$ cat config.mk
export PLATFORM = sky130hd
export DESIGN_NAME = seg_scan_decoder
export DESIGN_NICKNAME = d
export VERILOG_FILES = /design/src/rtl/seg_scan_decoder.sv
export SDC_FILE = /design/constraint.sdc
export NUM_CORES = 1
export LEC_CHECK = 0
export ABC_AREA = 0
export BUFFER_PORTS_ARGS = -buffer_cell sky130_fd_sc_hd__buf_2
export CAP_MARGIN = 40
export CORE_UTILIZATION = 55
export DETAILED_ROUTE_END_ITERATION = 12
export PLACE_DENSITY = 0.76
export SLEW_MARGIN = 20
export SYNTH_ARGS = -nofsm -noshare
export SYNTH_HDL_FRONTEND = slang
export SYNTH_SLANG_ARGS = --single-unit
$ cat constraint.sdc
create_clock -name clk -period 4.9 [get_ports clk]
set_clock_uncertainty 0.1 [all_clocks]
set_input_delay 0 -clock clk [delete_from_list [all_inputs] [get_ports clk]]
set_output_delay 0 -clock clk [all_outputs]
set_load 0.01 [all_outputs]
$ cat src/rtl/seg_scan_decoder.sv
// Passive decoder for a multiplexed active-low 7-segment bus: qualifies stable scan slots,
// inverts segment patterns back to BCD and publishes complete 6-digit frames.
module seg_scan_decoder #(
  parameter int SETTLE_CYCLES  = 1000,
  parameter int TIMEOUT_CYCLES = 1000000,
  parameter int SYNC_STAGES    = 2
) (
  input  logic        clk,
  input  logic        rst,
  input  logic [7:0]  sseg,
  input  logic [5:0]  en,
  output logic [23:0] frame_digits,
  output logic [5:0]  frame_dp,
  output logic        frame_valid,
  output logic        frame_strobe,
  output logic        pattern_err,
  output logic        enable_err
);

  localparam int CNT_W = $clog2(SETTLE_CYCLES + 1);
  localparam int TMO_W = $clog2(TIMEOUT_CYCLES + 1);
  localparam logic [CNT_W-1:0] CNT_MAX  = CNT_W'(SETTLE_CYCLES);
  localparam logic [CNT_W-1:0] CNT_QUAL = CNT_W'(SETTLE_CYCLES - 1);
  localparam logic [TMO_W-1:0] TMO_MAX  = TMO_W'(TIMEOUT_CYCLES);

  // Returns {valid, bcd}; anything outside the ten digit glyphs is invalid.
  function automatic logic [4:0] seg_decode(input logic [6:0] seg);
    case (seg)
      7'h40:   seg_decode = {1'b1, 4'd0};
      7'h79:   seg_decode = {1'b1, 4'd1};
      7'h24:   seg_decode = {1'b1, 4'd2};
      7'h30:   seg_decode = {1'b1, 4'd3};
      7'h19:   seg_decode = {1'b1, 4'd4};
      7'h12:   seg_decode = {1'b1, 4'd5};
      7'h02:   seg_decode = {1'b1, 4'd6};
      7'h78:   seg_decode = {1'b1, 4'd7};
      7'h00:   seg_decode = {1'b1, 4'd8};
      7'h10:   seg_decode = {1'b1, 4'd9};
      default: seg_decode = {1'b0, 4'd0};
    endcase
  endfunction

  logic [SYNC_STAGES-1:0][7:0] sseg_sync_q, sseg_sync_d;
  logic [SYNC_STAGES-1:0][5:0] en_sync_q, en_sync_d;
  logic [13:0]      prev_q, prev_d;
  logic [CNT_W-1:0] cnt_q, cnt_d;
  logic [TMO_W-1:0] tmo_q, tmo_d;
  logic [23:0]      shadow_q, shadow_d;
  logic [5:0]       shadow_dp_q, shadow_dp_d;
  logic [5:0]       mask_q, mask_d;
  logic [23:0]      frame_digits_q, frame_digits_d;
  logic [5:0]       frame_dp_q, frame_dp_d;
  logic             frame_valid_q, frame_valid_d;
  logic             frame_strobe_q, frame_strobe_d;
  logic             pattern_err_q, pattern_err_d;
  logic             enable_err_q, enable_err_d;

  logic [7:0]  s_sseg;
  logic [5:0]  s_en;
  logic [13:0] sample_s;
  logic [5:0]  en_low_s;
  logic [5:0]  cap_bit_s;
  logic [4:0]  dec_s;
  logic        qualify_s, one_low_s, multi_low_s, capture_s, publish_s;

  // Input synchronizer shift chains.
  always_comb begin
    sseg_sync_d = {sseg_sync_q[SYNC_STAGES-2:0], sseg};
    en_sync_d   = {en_sync_q[SYNC_STAGES-2:0], en};
  end

  assign s_sseg = sseg_sync_q[SYNC_STAGES-1];
  assign s_en   = en_sync_q[SYNC_STAGES-1];

  // Stability counting, slot capture, publish and timeout.
  always_comb begin
    sample_s       = {s_en, s_sseg};
    prev_d         = sample_s;
    en_low_s       = ~s_en;
    dec_s          = seg_decode(s_sseg[6:0]);
    cap_bit_s      = 6'd0;
    shadow_d       = shadow_q;
    shadow_dp_d    = shadow_dp_q;
    frame_digits_d = frame_digits_q;
    frame_dp_d     = frame_dp_q;
    frame_valid_d  = frame_valid_q;
    frame_strobe_d = 1'b0;
    pattern_err_d  = 1'b0;
    enable_err_d   = 1'b0;

    if (sample_s != prev_q) begin
      cnt_d = CNT_W'(1);
    end else if (cnt_q != CNT_MAX) begin
      cnt_d = cnt_q + CNT_W'(1);
    end else begin
      cnt_d = cnt_q;
    end

    // Fires on exactly one edge per stable period: the step into saturation.
    qualify_s   = (sample_s == prev_q) && (cnt_q == CNT_QUAL);
    one_low_s   = (en_low_s != 6'd0) && ((en_low_s & (en_low_s - 6'd1)) == 6'd0);
    multi_low_s = (en_low_s != 6'd0) && !one_low_s;

    if (qualify_s && one_low_s) begin
      if (dec_s[4]) begin
        cap_bit_s = en_low_s;
      end else begin
        pattern_err_d = 1'b1;
      end
    end else begin
      cap_bit_s = 6'd0;
    end

    if (qualify_s && multi_low_s) begin
      enable_err_d = 1'b1;
    end else begin
      enable_err_d = 1'b0;
    end

    for (int i = 0; i < 6; i++) begin
      if (cap_bit_s[i]) begin
        shadow_d[4*i +: 4] = dec_s[3:0];
        shadow_dp_d[i]     = ~s_sseg[7];
      end else begin
        shadow_d[4*i +: 4] = shadow_q[4*i +: 4];
        shadow_dp_d[i]     = shadow_dp_q[i];
      end
    end

    capture_s = (cap_bit_s != 6'd0);
    publish_s = (mask_q == 6'h3F);

    if (capture_s) begin
      tmo_d = {TMO_W{1'b0}};
    end else if (tmo_q != TMO_MAX) begin
      tmo_d = tmo_q + TMO_W'(1);
    end else begin
      tmo_d = tmo_q;
    end

    mask_d = (publish_s ? 6'd0 : mask_q) | cap_bit_s;

    // tmo_d can only equal TMO_MAX when nothing was captured, so capture wins.
    if (publish_s) begin
      frame_digits_d = shadow_q;
      frame_dp_d     = shadow_dp_q;
      frame_strobe_d = 1'b1;
      frame_valid_d  = 1'b1;
    end else if (tmo_d == TMO_MAX) begin
      frame_valid_d = 1'b0;
    end else begin
      frame_valid_d = frame_valid_q;
    end
  end

  // State registers; synchronizers and history idle at the blank-bus level.
  always_ff @(posedge clk or posedge rst) begin
    if (rst) begin
      sseg_sync_q    <= '1;
      en_sync_q      <= '1;
      prev_q         <= '1;
      cnt_q          <= '0;
      tmo_q          <= '0;
      shadow_q       <= 24'd0;
      shadow_dp_q    <= 6'd0;
      mask_q         <= 6'd0;
      frame_digits_q <= 24'd0;
      frame_dp_q     <= 6'd0;
      frame_valid_q  <= 1'b0;
      frame_strobe_q <= 1'b0;
      pattern_err_q  <= 1'b0;
      enable_err_q   <= 1'b0;
    end else begin
      sseg_sync_q    <= sseg_sync_d;
      en_sync_q      <= en_sync_d;
      prev_q         <= prev_d;
      cnt_q          <= cnt_d;
      tmo_q          <= tmo_d;
      shadow_q       <= shadow_d;
      shadow_dp_q    <= shadow_dp_d;
      mask_q         <= mask_d;
      frame_digits_q <= frame_digits_d;
      frame_dp_q     <= frame_dp_d;
      frame_valid_q  <= frame_valid_d;
      frame_strobe_q <= frame_strobe_d;
      pattern_err_q  <= pattern_err_d;
      enable_err_q   <= enable_err_d;
    end
  end

  assign frame_digits = frame_digits_q;
  assign frame_dp     = frame_dp_q;
  assign frame_valid  = frame_valid_q;
  assign frame_strobe = frame_strobe_q;
  assign pattern_err  = pattern_err_q;
  assign enable_err   = enable_err_q;

endmodule

==> impl_metrics.toml <==
[clock_tree]
worstSkewPairLatency_ns = 0.52
cts_tree = "done"
h-tree-depth = 4
cts_root_buf = "clkbuf_8"
postCtsSetupRepairBufs = 0
post_cts_resized = 0
cts-buffers-inserted = 17
clk_pin_slew_worst_paths_ns = 0.06
numClockSinks = 142
clk_path_buf_depth = 2

[grt]
antenna_found_initial = 0
grt_pass1_wl_mm = 19.7
grt_remaining_overflow = 0
grt_max_degree = 98
grt_util_all_layers = 0.225
grt_pass1_vias = 4008

[synth]
ys_top_cells_by_area = "dfrtp_1, dfstp_2, mux2_2"
ys_types = 54
syn_area_per_cell_sq_um = 11.7
ys_ff_latch = 142
synthFlopType = "dfrtp_1"
yosys_warnings = 0
synth_fp_nets = 535
syn_inst = 515
netlist_area_sq_um = 6050
synth_largest_area_cell = "dfrtp_1"
synth_top_area_frac = 0.414
ys_async_sr_fraction = 1.00
synth_edf_count = 0
yosysSeqAreaShare = 0.596

[power_and_ir_drop]
p_leak_nw = 3.17
peakVddDrop_mv = 0.269
clkPwrFrac = 0.477
pwr_density_cell_nw_per_um2 = 349
swShare = 0.241
p_switching_mw = 0.596
combPwrFrac = 0.027
p_int_mw = 1.88
p_seq_frac = 0.496

[drt]
dr.pass1.iters = 5
wl_per_cell_microns = 15.8
ant_nets = 0
vias_per_cell = 5.61
drt_iter0_markers = 232
num_vias = 4085
wirelength_mm = 11.5
route.detailed.drc = 0

[outcome]
status = "complete, no violations"

[floorplan]
initial_core_util = 0.575
die_x_microns = 107
core-area_sq_um = 10500
fp-row-count = 37
die_h_microns = 107
io_pins = 50
fp.dieArea_sq_um = 11400

[setup_path]
crit_family = "simple AND/OR/NAND/NOR gates"
slowest_delay_ns = 0.74
crit_fanout = 20
crit_path_start_kind = "flop"
worstPathCellList = "xor2_1 -> nor4_1 -> and4_1 -> o2111a_1 -> nor4_1 -> a21oi_1"
required_ns = 5.25
ff2ff_setup_slack_ns = 2.09
worstPathBufferInverterCount = 0
criticalPathCategory = "reg -> reg"
slowest_stage = "o2111a_1"
cp.arrival_ns = 3.16
crit_path_frequent_cell = "nor4_1"
crit_path_end_kind = "flop"

[placed_design]
dp_hpwl_mm = 7.62
placedCellCount = 680
place_congestion = 0.921
io_buffers = 49

[sta]
drv_slew = 0
relSlewSlack = 0.486
hold_viol_final = 0
fmax_mhz = 356
max_slew.worst_pin.slew_ns = 0.771
rsz0062_at_grt = "false"
fin_crit_sh = 0.573
period_minus_slack_ns = 2.81
setup_viol_count_final = 0
fin_setup_tns_ns = 0

[layout]
nFillCells = 775
finalNonFillerCells = 728
final_cell_mix = "dfrtp_1, buf_2, nor2_1"
drive_gt1_frac = 0.299
nets = 599
final_common_cell = "dfrtp_1"
antennaDiodeCount = 0
area_growth_pct = 17.5

[flow_run]
maxCapViolCount = 0

[min_path]
hold_class = "in -> reg"
-- final cells by class --
cell class	count	area [sq um]	share of cell area
sequential	142	3610	0.507
multi-input combinational	332	2250	0.317
timing repair buffer	70	462	0.0650
clock buffer	17	414	0.0583
tap	136	170	0.0239
clock inverter	15	134	0.0188
inverter	16	65.1	0.00916
-- sequential cells by signal, indices dropped and copies added, names as in the netlist --
register	flops
en_sync_d	6
shadow_dp_q	6
frame_digits	24
tmo_q	20
frame_strobe	1
frame_valid	1
cnt_q	10
enable_err	1
pattern_err	1
frame_dp	6
s_en	6
sseg_sync_d	8
shadow_q	24
s_sseg	8
prev_q	14
mask_q	6
-- synth_stat cells, types with 3 or more instances --
| cell type | number |
|---|---|
| nor3b_1 | 4 |
| or3_1 | 3 |
| xnor2_1 | 14 |
| xor2_1 | 29 |
| a21boi_0 | 3 |
| clkbuf_1 | 10 |
| clkbuf_2 | 3 |
| o21ai_0 | 41 |
| inv_1 | 16 |
| nor4_1 | 8 |
| o21ai_1 | 30 |
| and3_1 | 4 |
| mux2i_1 | 3 |
| nor4b_1 | 4 |
| nand2b_1 | 4 |
| a21oi_1 | 7 |
| nor3_1 | 12 |
| o21a_1 | 3 |
| or2_4 | 5 |
| nand4_1 | 12 |
| nand2_1 | 22 |
| buf_2 | 8 |
| ha_1 | 4 |
| nand3_1 | 11 |
| nand4b_1 | 5 |
| dfrtp_1 | 100 |
| nor2_1 | 45 |
| dfstp_2 | 42 |
| mux2_2 | 30 |
| a211oi_1 | 3 |
-- logic make-up after synthesis --
kind of cell	Yosys count	share of synthesized area
and+or+nand+nor	154	0.143
DFF	142	0.596
AOI/OAI and AO/OA	97	0.0964
xor gates and xnor gates	43	0.0623
buffers and inverters	41	0.0315
muxes	33	0.0608
adders and majority gates	5	0.00993
-- metal layers --
layer,routed length (microns),vias up,GRT usage
met1,5250,2017,0.312
li1,-,1930,-
met2,5530,120,0.345
met3,473,18,0.0535
met4,212,0,0.0900
met5,0,-,0
-- metrics by stage --
stage	util	area, sq um	setup slack, ns	total power, mW	hold WS (ns)
5_1_grt	0.676	7110	1.82	2.57	0.000941
3_3_place_gp	0.606	6360	2.08	1.30	0.00478
2_1_floorplan	-	6050	1.06	1.28	-0.0955
6_report	0.676	7110	2.09	2.48	0.0175
3_5_place_dp	0.607	6380	2.10	1.31	0.00683
4_1_cts	0.674	7080	2.09	2.50	0.00237
-- power groups by stage --
stage	sequential, mW	combinational [mW]	clock (mW)
2_1_floorplan	1.23	0.0501	0
3_3_place_gp	1.25	0.0545	0
3_5_place_dp	1.25	0.0558	0
4_1_cts	1.23	0.0652	1.20
5_1_grt	1.23	0.0756	1.26
6_report	1.23	0.0659	1.18
-- worst paths after layout --
check	from	endpoint	depth (start not counted)
setup / recovery	s_sseg[6]	frame_valid	6
hold / removal	sseg[0]	sseg_sync_d[8]	2
setup reg to reg	s_sseg[6]	frame_valid	6
hold reg to reg	sseg_sync_d[9]	s_sseg[1]	0
max in group asynchronous	rst	prev_q[0]	4
min in group asynchronous	rst	en_sync_d[7]	3
-- repair_timing --
action                                  in CTS  in global routing
hold buffers                                15                  0
endpoints found under the setup margin       0                  0
hold endpoints to repair                    90                  0
Note: power is estimated with default switching activity, not from simulation.
